<file path="src/rtl/mdu_pkg.sv">
`default_nettype none
// ============================================================================
// Module      : mdu_pkg
// Description : Shared types and op-decode helpers for the iterative MDU.
// Revision    : 1.0 - initial release
// ============================================================================
package mdu_pkg;

    typedef enum logic [2:0] {
        OP_MUL    = 3'b000,
        OP_MULH   = 3'b001,
        OP_MULHSU = 3'b010,
        OP_MULHU  = 3'b011,
        OP_DIV    = 3'b100,
        OP_DIVU   = 3'b101,
        OP_REM    = 3'b110,
        OP_REMU   = 3'b111
    } mdu_op_e;

    typedef enum logic [1:0] {
        IDLE = 2'd0,
        BUSY = 2'd1,
        DONE = 2'd2
    } mdu_state_e;

    function automatic logic is_div(mdu_op_e op);
        return op[2];
    endfunction

    function automatic logic is_rem(mdu_op_e op);
        return op[2] & op[1];
    endfunction

    // MUL yields the low half, which is sign-agnostic, so it is treated as unsigned
    function automatic logic is_signed_a(mdu_op_e op);
        return (op == OP_MULH) || (op == OP_MULHSU) || (op == OP_DIV) || (op == OP_REM);
    endfunction

    function automatic logic is_signed_b(mdu_op_e op);
        return (op == OP_MULH) || (op == OP_DIV) || (op == OP_REM);
    endfunction

    function automatic logic is_mul_hi(mdu_op_e op);
        return !op[2] && (op[1:0] != 2'b00);
    endfunction

endpackage
`default_nettype wire

</file>
<file path="src/rtl/mdu_if.sv">
`default_nettype none
// ============================================================================
// Module      : mdu_if
// Description : Request/response bundle between the execute stage and the MDU.
// Revision    : 1.0 - initial release
// ============================================================================
interface mdu_if #(
    parameter int XLEN = 32
);
    logic            start;
    logic            flush;
    logic [2:0]      op;
    logic [XLEN-1:0] a;
    logic [XLEN-1:0] b;
    logic            busy;
    logic            done;
    logic [XLEN-1:0] result;

    modport master (
        output start, flush, op, a, b,
        input  busy, done, result
    );

    modport slave (
        input  start, flush, op, a, b,
        output busy, done, result
    );
endinterface
`default_nettype wire

</file>
<file path="src/rtl/mdu_cneg.sv">
`default_nettype none
// ============================================================================
// Module      : mdu_cneg
// Description : Conditional two's-complement negate of a WIDTH-bit value.
// Revision    : 1.0 - initial release
// ============================================================================
module mdu_cneg #(
    parameter int WIDTH = 32
) (
    input  logic             i_neg,
    input  logic [WIDTH-1:0] i_data,
    output logic [WIDTH-1:0] o_data
);
    localparam logic [WIDTH-1:0] c_ONE = {{(WIDTH-1){1'b0}}, 1'b1};

    assign o_data = i_neg ? (~i_data + c_ONE) : i_data;
endmodule
`default_nettype wire

</file>
<file path="src/rtl/mdu_iter.sv">
`default_nettype none
// ============================================================================
// Module      : mdu_iter
// Description : Iterative RV32M multiply/divide unit, UNROLL bits per cycle.
// Revision    : 1.0 - initial release
// ============================================================================
module mdu_iter #(
    parameter int XLEN   = 32,
    parameter int UNROLL = 1
) (
    input  logic clk,
    input  logic reset,
    mdu_if.slave bus
);
    import mdu_pkg::*;

    localparam int                 c_LAT   = XLEN / UNROLL;
    localparam int                 c_CNT_W = (c_LAT > 1) ? $clog2(c_LAT) : 1;
    localparam logic [c_CNT_W-1:0] c_LAST  = c_CNT_W'(c_LAT - 1);
    localparam logic [c_CNT_W-1:0] c_ONE   = {{(c_CNT_W-1){1'b0}}, 1'b1};
    localparam logic [XLEN-1:0]    c_MIN   = {1'b1, {(XLEN-1){1'b0}}};

    mdu_state_e         r_state, w_state_next;
    mdu_op_e            r_op, w_op_in;
    logic               r_neg;
    logic [c_CNT_W-1:0] r_cnt;
    logic [2*XLEN-1:0]  r_acc;
    logic [XLEN-1:0]    r_opb;
    logic [XLEN-1:0]    r_result;

    logic               w_sign_a, w_sign_b, w_neg_in;
    logic               w_b_zero, w_ovf, w_fast, w_accept;
    logic [XLEN-1:0]    w_mag_a, w_mag_b, w_fast_result, w_final;
    logic [2*XLEN-1:0]  w_acc_next, w_fin_src, w_fin_neg;
    logic [XLEN:0]      w_rem_t, w_sum;
    logic [XLEN-1:0]    w_lo_t;

    // ---------------- request decode ----------------
    assign w_op_in  = mdu_op_e'(bus.op);
    assign w_sign_a = is_signed_a(w_op_in) & bus.a[XLEN-1];
    assign w_sign_b = is_signed_b(w_op_in) & bus.b[XLEN-1];
    // Remainder follows the dividend; everything else follows the sign product
    assign w_neg_in = is_rem(w_op_in) ? w_sign_a : (w_sign_a ^ w_sign_b);
    assign w_b_zero = (bus.b == '0);
    assign w_ovf    = is_signed_a(w_op_in) && (bus.a == c_MIN) && (bus.b == '1);
    assign w_fast   = is_div(w_op_in) && (w_b_zero || w_ovf);
    assign w_accept = bus.start && !bus.flush && (r_state != BUSY);

    always_comb begin
        w_fast_result = '0;
        if (is_rem(w_op_in)) begin
            w_fast_result = w_b_zero ? bus.a : '0;
        end else begin
            w_fast_result = w_b_zero ? '1 : bus.a;
        end
    end

    mdu_cneg #(.WIDTH(XLEN)) u_mag_a (
        .i_neg  (w_sign_a),
        .i_data (bus.a),
        .o_data (w_mag_a)
    );

    mdu_cneg #(.WIDTH(XLEN)) u_mag_b (
        .i_neg  (w_sign_b),
        .i_data (bus.b),
        .o_data (w_mag_b)
    );

    // ---------------- iteration datapath ----------------
    // Multiply shifts the accumulator right (multiplier in the low half);
    // divide shifts left with the partial remainder in the high half.
    always_comb begin
        w_acc_next = r_acc;
        w_rem_t    = '0;
        w_sum      = '0;
        w_lo_t     = '0;
        for (int i = 0; i < UNROLL; i++) begin
            if (is_div(r_op)) begin
                w_rem_t = {w_acc_next[2*XLEN-1:XLEN], w_acc_next[XLEN-1]};
                w_lo_t  = {w_acc_next[XLEN-2:0], 1'b0};
                if (w_rem_t >= {1'b0, r_opb}) begin
                    w_rem_t   = w_rem_t - {1'b0, r_opb};
                    w_lo_t[0] = 1'b1;
                end
                w_acc_next = {w_rem_t[XLEN-1:0], w_lo_t};
            end else begin
                w_sum      = {1'b0, w_acc_next[2*XLEN-1:XLEN]}
                           + (w_acc_next[0] ? {1'b0, r_opb} : '0);
                w_acc_next = {w_sum, w_acc_next[XLEN-1:1]};
            end
        end
    end

    always_comb begin
        w_fin_src = w_acc_next;
        if (is_div(r_op)) begin
            w_fin_src = {{XLEN{1'b0}},
                         is_rem(r_op) ? w_acc_next[2*XLEN-1:XLEN] : w_acc_next[XLEN-1:0]};
        end
    end

    mdu_cneg #(.WIDTH(2*XLEN)) u_fix_sign (
        .i_neg  (r_neg),
        .i_data (w_fin_src),
        .o_data (w_fin_neg)
    );

    assign w_final = is_mul_hi(r_op) ? w_fin_neg[2*XLEN-1:XLEN] : w_fin_neg[XLEN-1:0];

    // ---------------- control FSM ----------------
    always_ff @(posedge clk or posedge reset) begin
        if (reset) begin
            r_state <= IDLE;
        end else begin
            r_state <= w_state_next;
        end
    end

    always_comb begin
        w_state_next = r_state;
        bus.busy     = (r_state == BUSY);
        bus.done     = (r_state == DONE);
        if (bus.flush) begin
            w_state_next = IDLE;
        end else begin
            case (r_state)
                IDLE, DONE: begin
                    if (bus.start) begin
                        w_state_next = w_fast ? DONE : BUSY;
                    end else begin
                        w_state_next = IDLE;
                    end
                end
                BUSY: begin
                    if (r_cnt == '0) begin
                        w_state_next = DONE;
                    end
                end
                default: w_state_next = IDLE;
            endcase
        end
    end

    // ---------------- operand / result registers ----------------
    always_ff @(posedge clk or posedge reset) begin
        if (reset) begin
            r_op     <= OP_MUL;
            r_neg    <= 1'b0;
            r_cnt    <= '0;
            r_acc    <= '0;
            r_opb    <= '0;
            r_result <= '0;
        end else if (w_accept) begin
            r_op  <= w_op_in;
            r_neg <= w_neg_in;
            r_cnt <= c_LAST;
            if (is_div(w_op_in)) begin
                r_acc <= {{XLEN{1'b0}}, w_mag_a};
                r_opb <= w_mag_b;
            end else begin
                r_acc <= {{XLEN{1'b0}}, w_mag_b};
                r_opb <= w_mag_a;
            end
            if (w_fast) begin
                r_result <= w_fast_result;
            end
        end else if ((r_state == BUSY) && !bus.flush) begin
            r_acc <= w_acc_next;
            r_cnt <= r_cnt - c_ONE;
            if (r_cnt == '0) begin
                r_result <= w_final;
            end
        end
    end

    assign bus.result = r_result;

endmodule
`default_nettype wire
</file>
<file path="src/flat_wrapper.sv">
// flat-port wrapper written by rule: the top's interface ports become plain ports
module mdu_iter_flat import mdu_pkg::*;
#(
    parameter int XLEN   = 32,
    parameter int UNROLL = 1
)
  (clk, reset, bus_start, bus_flush, bus_op, bus_a, bus_b, bus_busy, bus_done, bus_result);
  mdu_if #(.XLEN(XLEN)) bus_i ();
  input  logic clk;
  input  logic reset;
  input wire logic [$bits(bus_i.start)-1:0] bus_start;
  input wire logic [$bits(bus_i.flush)-1:0] bus_flush;
  input wire logic [$bits(bus_i.op)-1:0] bus_op;
  input wire logic [$bits(bus_i.a)-1:0] bus_a;
  input wire logic [$bits(bus_i.b)-1:0] bus_b;
  output wire logic [$bits(bus_i.busy)-1:0] bus_busy;
  output wire logic [$bits(bus_i.done)-1:0] bus_done;
  output wire logic [$bits(bus_i.result)-1:0] bus_result;
  assign bus_i.start = bus_start;
  assign bus_i.flush = bus_flush;
  assign bus_i.op = bus_op;
  assign bus_i.a = bus_a;
  assign bus_i.b = bus_b;
  assign bus_busy = bus_i.busy;
  assign bus_done = bus_i.done;
  assign bus_result = bus_i.result;
  mdu_iter #(.XLEN(XLEN), .UNROLL(UNROLL)) u_core (.clk(clk), .reset(reset), .bus(bus_i));
endmodule
</file>
<file path="config.mk">
export PLATFORM = sky130hd
export DESIGN_NAME = mdu_iter_flat
export DESIGN_NICKNAME = d
export VERILOG_FILES = /design/src/rtl/mdu_pkg.sv /design/src/rtl/mdu_if.sv /design/src/rtl/mdu_cneg.sv /design/src/rtl/mdu_iter.sv /design/src/flat_wrapper.sv
export SDC_FILE = /design/constraint.sdc
export NUM_CORES = 1
export LEC_CHECK = 0
export CAP_MARGIN = 20
export CORE_UTILIZATION = 50
export CTS_BUF_LIST = sky130_fd_sc_hd__clkbuf_2 sky130_fd_sc_hd__clkbuf_4 sky130_fd_sc_hd__clkbuf_8
export CTS_CLUSTER_DIAMETER = 40
export DETAILED_ROUTE_END_ITERATION = 6
export PLACE_DENSITY = 0.73
export SETUP_SLACK_MARGIN = 0.4
export SYNTH_ARGS = -nofsm -noshare
export SYNTH_HDL_FRONTEND = slang
export SYNTH_SLANG_ARGS = --single-unit
</file>
<file path="constraint.sdc">
create_clock -name clk -period 7.9 [get_ports clk]
set_clock_uncertainty 0.15 [all_clocks]
set_input_delay 0.79 -clock clk [delete_from_list [all_inputs] [get_ports clk]]
set_output_delay 0.79 -clock clk [all_outputs]
set_load 0.1 [all_outputs]
</file>
### After elaboration in Yosys (flattened, before gate mapping)

Cells that the tools add are included.

* flip-flop bits (word level): 139
* ROM bits: 0
* input port bits: 71
* latch bits: 0
* RAM bits: 0
* memories kept: 0
* output and inout port bits: 34
* logic and storage cells: 85

* $mul: 0
* mux-type cells: 29
* bitwise gates (word level): 8
* eq/ne operators: 11
* order comparisons: 1
* shift-type cells: 0
* divide/modulo/power cells: 0
* reduce and logical (&&, ||, !) cells: 23
* add/sub/neg operators: 6

Operator list (number)
* $mux W32: 15
* $mux W64: 5
* $add A32 B1 Y32 const B: 2
* $add A64 B1 Y64 const B: 1
* $eq A32 B32 Y1 const B: 2
* $not A32 Y32: 2
* $not A64 Y64: 1
* $add A32 B32 Y33: 1
* $ge A33 B32 Y1: 1
* $logic_not A32 Y1: 1
* $sub A32 B32 Y32: 1
* $mux W5: 2
* $mux W2: 4
* $logic_and A1 B1 Y1: 7
* $eq A3 B3 Y1 const B: 2
* $logic_or A1 B1 Y1: 6
* $reduce_bool A2 Y1: 3
* $logic_not A5 Y1: 1
* $sub A5 B1 Y5 const B: 1
* $and A1 B1 Y1: 4
* $ne A2 B1 Y1 const B: 2
* $pmux W2 S2: 1
* $eq A3 B1 Y1 const B: 1
* $eq A3 B2 Y1 const B: 1
* 9 further kinds: 11

### Logic depth before layout (Yosys ltp)

Gate-level depths: netlist (run 1).

* word-level depth: 12
* mapped depth: 27
* depth with buffers taken out: 22

### By module

A second synthesis (run 1) with hierarchy kept.

* cells, all modules: 1894
* area total of the unflattened synthesis: 15758.9 um^2

Modules (own cells, without submodules)
* mdu_iter: cells each 1490, area an instance 12555.8 um^2, instances 1
* mdu_cneg (u_core.u_fix_sign): cells each 206, area an instance 1649.1 um^2, instances 1
* mdu_cneg (u_core.u_mag_a ...): cells each 99, area an instance 777.0 um^2, instances 2

### Least setup slack after synthesis (run 1)

No wires, ideal clock.

* path kind: register -> register
* start point: register u_core.r_acc[45]
* end point: register u_core.r_result[28] (netlist: u_core.bus.result[28])
* setup time: 120 ps
* path slack: 2127 ps
* clock period less this slack: 5773 ps
* cell stages (with the launch flop): 26
* arrival time: 5503 ps
* cell sequence: dfrtp_1 ha_1 buf_4 nand4_1 or3_1 or4_1 a21oi_2 or2_1 buf_4 nor2_2 buf_6 clkbuf_1 a31o_2 mux2i_1 ha_1 nand2_1 or3_1 o31ai_1 o32a_1 nand4bb_1 clkbuf_1 nor4b_4 nand3_1 nor4_1 mux2i_1 a31o_1

* word-level cells in the longest chain between the ends: 12

RTL lines
* from (decl): RTL line mdu_iter.sv:27 `logic [2*XLEN-1:0] r_acc;`
* from (signal assigned): RTL line mdu_iter.sv:159 `r_acc <= {{XLEN{1'b0}}, w_mag_a};`
* from (signal assigned): RTL line mdu_iter.sv:162 `r_acc <= {{XLEN{1'b0}}, w_mag_b};`
* from (signal assigned): RTL line mdu_iter.sv:169 `r_acc <= w_acc_next;`
* $sub A32 B32 Y32 / $ge A33 B32 Y1 (equally long branches): RTL line mdu_iter.sv:83, mdu_iter.sv:82
* $mux W32 / $mux W1 (equally long branches): RTL line mdu_iter.sv:82 `if (w_rem_t >= {1'b0, r_opb}) begin`
* $mux W64 (*): RTL line mdu_iter.sv:79 `if (is_div(r_op)) begin`
* $mux W32: RTL line mdu_iter.sv:99 `is_rem(r_op) ? w_acc_next[2*XLEN-1:XLEN] : w_acc_next[XLEN-1:0]};`
* $mux W64 (*): RTL line mdu_iter.sv:97 `if (is_div(r_op)) begin`
* $not A64 Y64: RTL line mdu_cneg.sv:16 `assign o_data = i_neg ? (~i_data + c_ONE) : i_data;`
* $add A64 B1 Y64: RTL line mdu_cneg.sv:16
* $mux W64 (*): RTL line mdu_cneg.sv:16
* $mux W32 (*): RTL line mdu_iter.sv:109 `assign w_final = is_mul_hi(r_op) ? w_fin_neg[2*XLEN-1:XLEN] : w_fin_neg[XLEN-1:0];`
* $mux W32 (*): RTL line mdu_iter.sv:171 `if (r_cnt == '0) begin`
* $mux W32 (*): RTL line mdu_iter.sv:168 `end else if ((r_state == BUSY) && !bus.flush) begin`
* $mux W32 (*): RTL line mdu_iter.sv:154 `end else if (w_accept) begin`
* to (signal assigned): RTL line mdu_iter.sv:166 `r_result <= w_fast_result;`
* to (signal assigned): RTL line mdu_iter.sv:172 `r_result <= w_final;`
* to (decl): RTL line mdu_iter.sv:29 `logic [XLEN-1:0] r_result;`

Every way passes the cells marked *; elsewhere a longest branch is shown, timed or not. The select of a mux whose other input is x is not followed.
A chain may end at the register's enable or synchronous reset.

### Worst setup path in the final report (run 1)

* start point: register u_core.r_acc[61]
* end point: register u_core.r_result[20] (netlist: u_core.bus.result[20])

Same word-level chain as after synthesis.

==> results of run 1 <==
-- power breakdown --
part           switching [mW]  leakage (nW)  internal [mW]  total (mW)
Sequential              0.170          1.80          0.855        1.02
Combinational            2.42          5.38           1.14        3.56
Clock                   0.351         0.200          0.294       0.645
-- worst register-to-register path, stage by stage (launching register included) --
cell,delay (ns)
dfrtp_1,0.44
ha_1,0.38
a21o_1,0.21
a211oi_1,0.50
o31ai_1,0.20
or2_1,0.31
nor2_2,0.31
buf_4,0.35
a21oi_1,0.07
a31o_2,0.22
mux2i_1,0.19
ha_1,0.22
nand2_1,0.07
or3_1,0.31
o31ai_1,0.28
o32a_1,0.31
nand4bb_1,0.37
nor4b_4,0.64
nand3_1,0.45
nor2_1,0.29
mux2i_1,0.24
o211ai_1,0.10
-- stage by stage --
step | area [sq um] | power (mW) | worst slack, ns | hold WS (ns) | std cells
final | 17900 | 5.23 | 1.17 | 0.340 | 2670
after global routing | 17900 | 5.46 | 0.850 | 0.373 | 2670
after floorplan | 16200 | 3.27 | 2.13 | 0.312 | 2233
after detailed placement | 17500 | 4.42 | 1.45 | 0.311 | 2637
after CTS | 17800 | 5.07 | 1.43 | 0.342 | 2669
after global placement | 17400 | 4.41 | 1.60 | 0.307 | 2636
-- cell type report --
class	instances	area, sq um	area share
multi-input cells	1886	11900	0.664
flip-flops and latches	139	3480	0.195
repair buffers	151	1390	0.0780
well taps	402	503	0.0282
clock buffers	19	255	0.0143
inverters	60	230	0.0129
clock inverters	13	143	0.00799
-- worst paths after layout --
check / startpoint / endpoint / slack [ns] / cells past startpoint
worst min-delay path: u_core.bus.result[14] / u_core.bus.result[14] / 0.34 / 2
worst max register to register: u_core.r_acc[61] / u_core.bus.result[20] / 1.17 / 21
min in group asynchronous: reset / u_core.r_opb[10] / 0.61 / 2
max in group asynchronous: reset / u_core.r_acc[3] / 5.43 / 3
worst max-delay path: u_core.r_acc[61] / u_core.bus.result[20] / 1.17 / 21
worst min register to register: u_core.bus.result[14] / u_core.bus.result[14] / 0.34 / 2
-- synth_stat cells (31+ instances only) --
cell type / instances / area [sq um]
a21oi_1: 222 / 1110
nand4_1: 32 / 200
a211oi_1: 37 / 278
a31oi_1: 31 / 194
dfrtp_1: 139 / 3480
inv_1: 58 / 218
clkbuf_1: 106 / 398
o31ai_1: 31 / 233
xnor2_1: 68 / 596
mux2_2: 34 / 383
nor3_1: 59 / 295
xor2_1: 51 / 447
o211ai_1: 38 / 285
mux2i_1: 39 / 390
ha_1: 70 / 876
nor2_1: 176 / 661
nand3_1: 49 / 245
and2_1: 41 / 257
nand2_1: 289 / 1080
o21ai_0: 226 / 1130
-- kinds of logic (layout without fill, tap and decap cells) --
family | after synthesis | count (layout) | share of synthesized area
fa+ha+maj | 74 | 74 | 0.0579
compound gates | 790 | 790 | 0.307
flops | 139 | 139 | 0.215
mux | 73 | 73 | 0.0478
buf+inv | 208 | 243 | 0.0540
xor+xnor | 119 | 119 | 0.0644
simple gates | 830 | 830 | 0.254
-- sequential cells by signal, indices dropped and copies added (netlist names) --
name / flops
u_core.bus.result: 32
u_core.r_acc: 64
u_core.r_cnt: 5
u_core.r_neg: 1
u_core.r_op: 3
u_core.r_opb: 32
u_core.r_state: 2
-- cell usage in the layout (no fill, tap or decap), types with 11 or more instances in the layout --
cell,netlist,final
and2_1,41,41
and3_1,19,19
mux2_2,34,34
inv_1,58,57
clkbuf_8,0,18
nor2_1,176,174
clkdlybuf4s50_1,0,103
a21boi_0,11,11
nand2_1,289,289
a21o_1,30,30
or3_1,30,30
or4_1,15,15
o21ai_0,226,224
a211oi_1,37,37
mux2i_1,39,39
buf_4,7,46
xor2_1,51,51
xnor2_1,68,68
o211ai_1,38,38
ha_1,70,70
nand3_1,49,49
o31ai_1,31,31
o21a_1,28,28
dfrtp_1,139,138
nand2b_1,18,18
a31oi_1,31,31
nand4_1,32,32
nor3_1,59,59
a21oi_1,222,222
nor2b_1,19,19
nor4_1,21,21
-- metal layers --
layer	vias to the layer above	GRT usage	share of wire
met2	1169	0.670	0.43
met3	240	0.106	0.11
met1	8681	0.551	0.39
met4	0	0.277	0.071
li1	8270	-	-
met5	-	0	0
==> results.yml, run 1 <==
layout:
  finish.utilization: 0.563
  n_antenna_cell: 0
  syn_to_final_growth_pct: 10.4
  layout-drive-gt1-share: 0.0728
  layout.nets: 2398
  n_fill_cell: 3081
min_path:
  min_path_type: "reg -> reg"
global_route:
  grt_pass1_vias: 17000
  gr-total-overflow: 0
  grt_max_degree: 99
  grt_pass1_wl_microns: 107000
  grt_use_total: 0.437
  antenna_found_initial: 4
yosys:
  synth_top_flop_cell: "dfrtp_1"
  synthArstFlopShare: 1.00
  netlist_instances: 2233
  syn-num-nets: 2376
  synth_seq_cells: 139
  syn_area_per_cell_sq_um: 7.24
  synth_cell_types: 98
  synth_edf_count: 0
  netlist_area_sq_mm: 0.0162
  synth_warnings: 0
  ys_seq_area_frac: 0.215
placed_design:
  dp_hpwl_microns: 55800
  gp_congestion: 1.08
  port_buffers: 104
power:
  ir_worst_vdd_mv: 0.126
  pwr_density_cell_mw_per_mm2: 293
  cellLeakagePower_nw: 7.38
floorplan:
  dieArea_sq_mm: 0.0331
  floorplan.initialDensity: 0.510
  pin_count: 105
  die_h_microns: 182
  num_rows: 65
  core_sq_mm: 0.0317
  die_w_microns: 182
detailed_routing:
  num_vias: 18400
  first_iter_violations: 2367
  drc: 0
  finalWirelength_microns: 72600
  drtAntennaViolNets: 0
  wire_per_inst_microns: 27.2
  drt_pass1_iterations: 6
  via_per_inst: 6.88
critical_path:
  crit_arrival_ns: 6.98
  setup.worst_path.class: "reg -> reg"
  cp-start-kind: "flip-flop"
  cp_num_buf_inv: 1
  cp.required_ns: 8.15
  cp_cell_sequence: "ha_1, a21o_1, a211oi_1, o31ai_1, or2_1, nor2_2, buf_4, a21oi_1, a31o_2, mux2i_1, ha_1, nand2_1, or3_1, o31ai_1, o32a_1, nand4bb_1, nor4b_4, nand3_1, nor2_1, mux2i_1, o211ai_1"
  end_kind: "flip-flop"
  slowest_stage: "nor4b_4"
  path_max_fanout: 18
  max_stage_delay_ns: 0.64
  cpLargestDelayFamily: "simple AND/OR/NAND/NOR gates"
clocking:
  clockBufferDepth: 2
  cts_resized: 0
  cts_buffers: 17
  clock-root-buffer: "clkbuf_8"
  cts_setup_buffers: 0
  clkSinkCount: 139
  clk_pin_slew_ns: 0.10
  h-tree-depth: 4
  hold_buffers: 0
  clk_latency_ns: 0.53
  tritoncts: "done"
timing:
  rsz0062_at_grt: "no"
  max-slew-margin-rel: 0.215
  finalHoldViolations: 0
  final.min_clock_period_ns: 6.73
  tightest_slew_ns: 1.17
  setup_viol: 0
  fin_crit_sh: 0.852
  max_freq_mhz: 149
  report.final.slew_viol_count: 0
  setup-tns-final_ns: 0
job:
  maxCapViolations: 0
status:
  status: "complete, no violations"
(Power assumes the default switching activity.)
==> run 2, diff against run 1 <==
--- a/config.mk
+++ b/config.mk
@@ -11,7 +11,6 @@
 export CTS_CLUSTER_DIAMETER = 40
 export DETAILED_ROUTE_END_ITERATION = 6
 export PLACE_DENSITY = 0.73
-export SETUP_SLACK_MARGIN = 0.4
 export SYNTH_ARGS = -nofsm -noshare
 export SYNTH_HDL_FRONTEND = slang
 export SYNTH_SLANG_ARGS = --single-unit
==> results of run 2 <==
No change in the layout: final DEF, timing and power equal those of run 1.
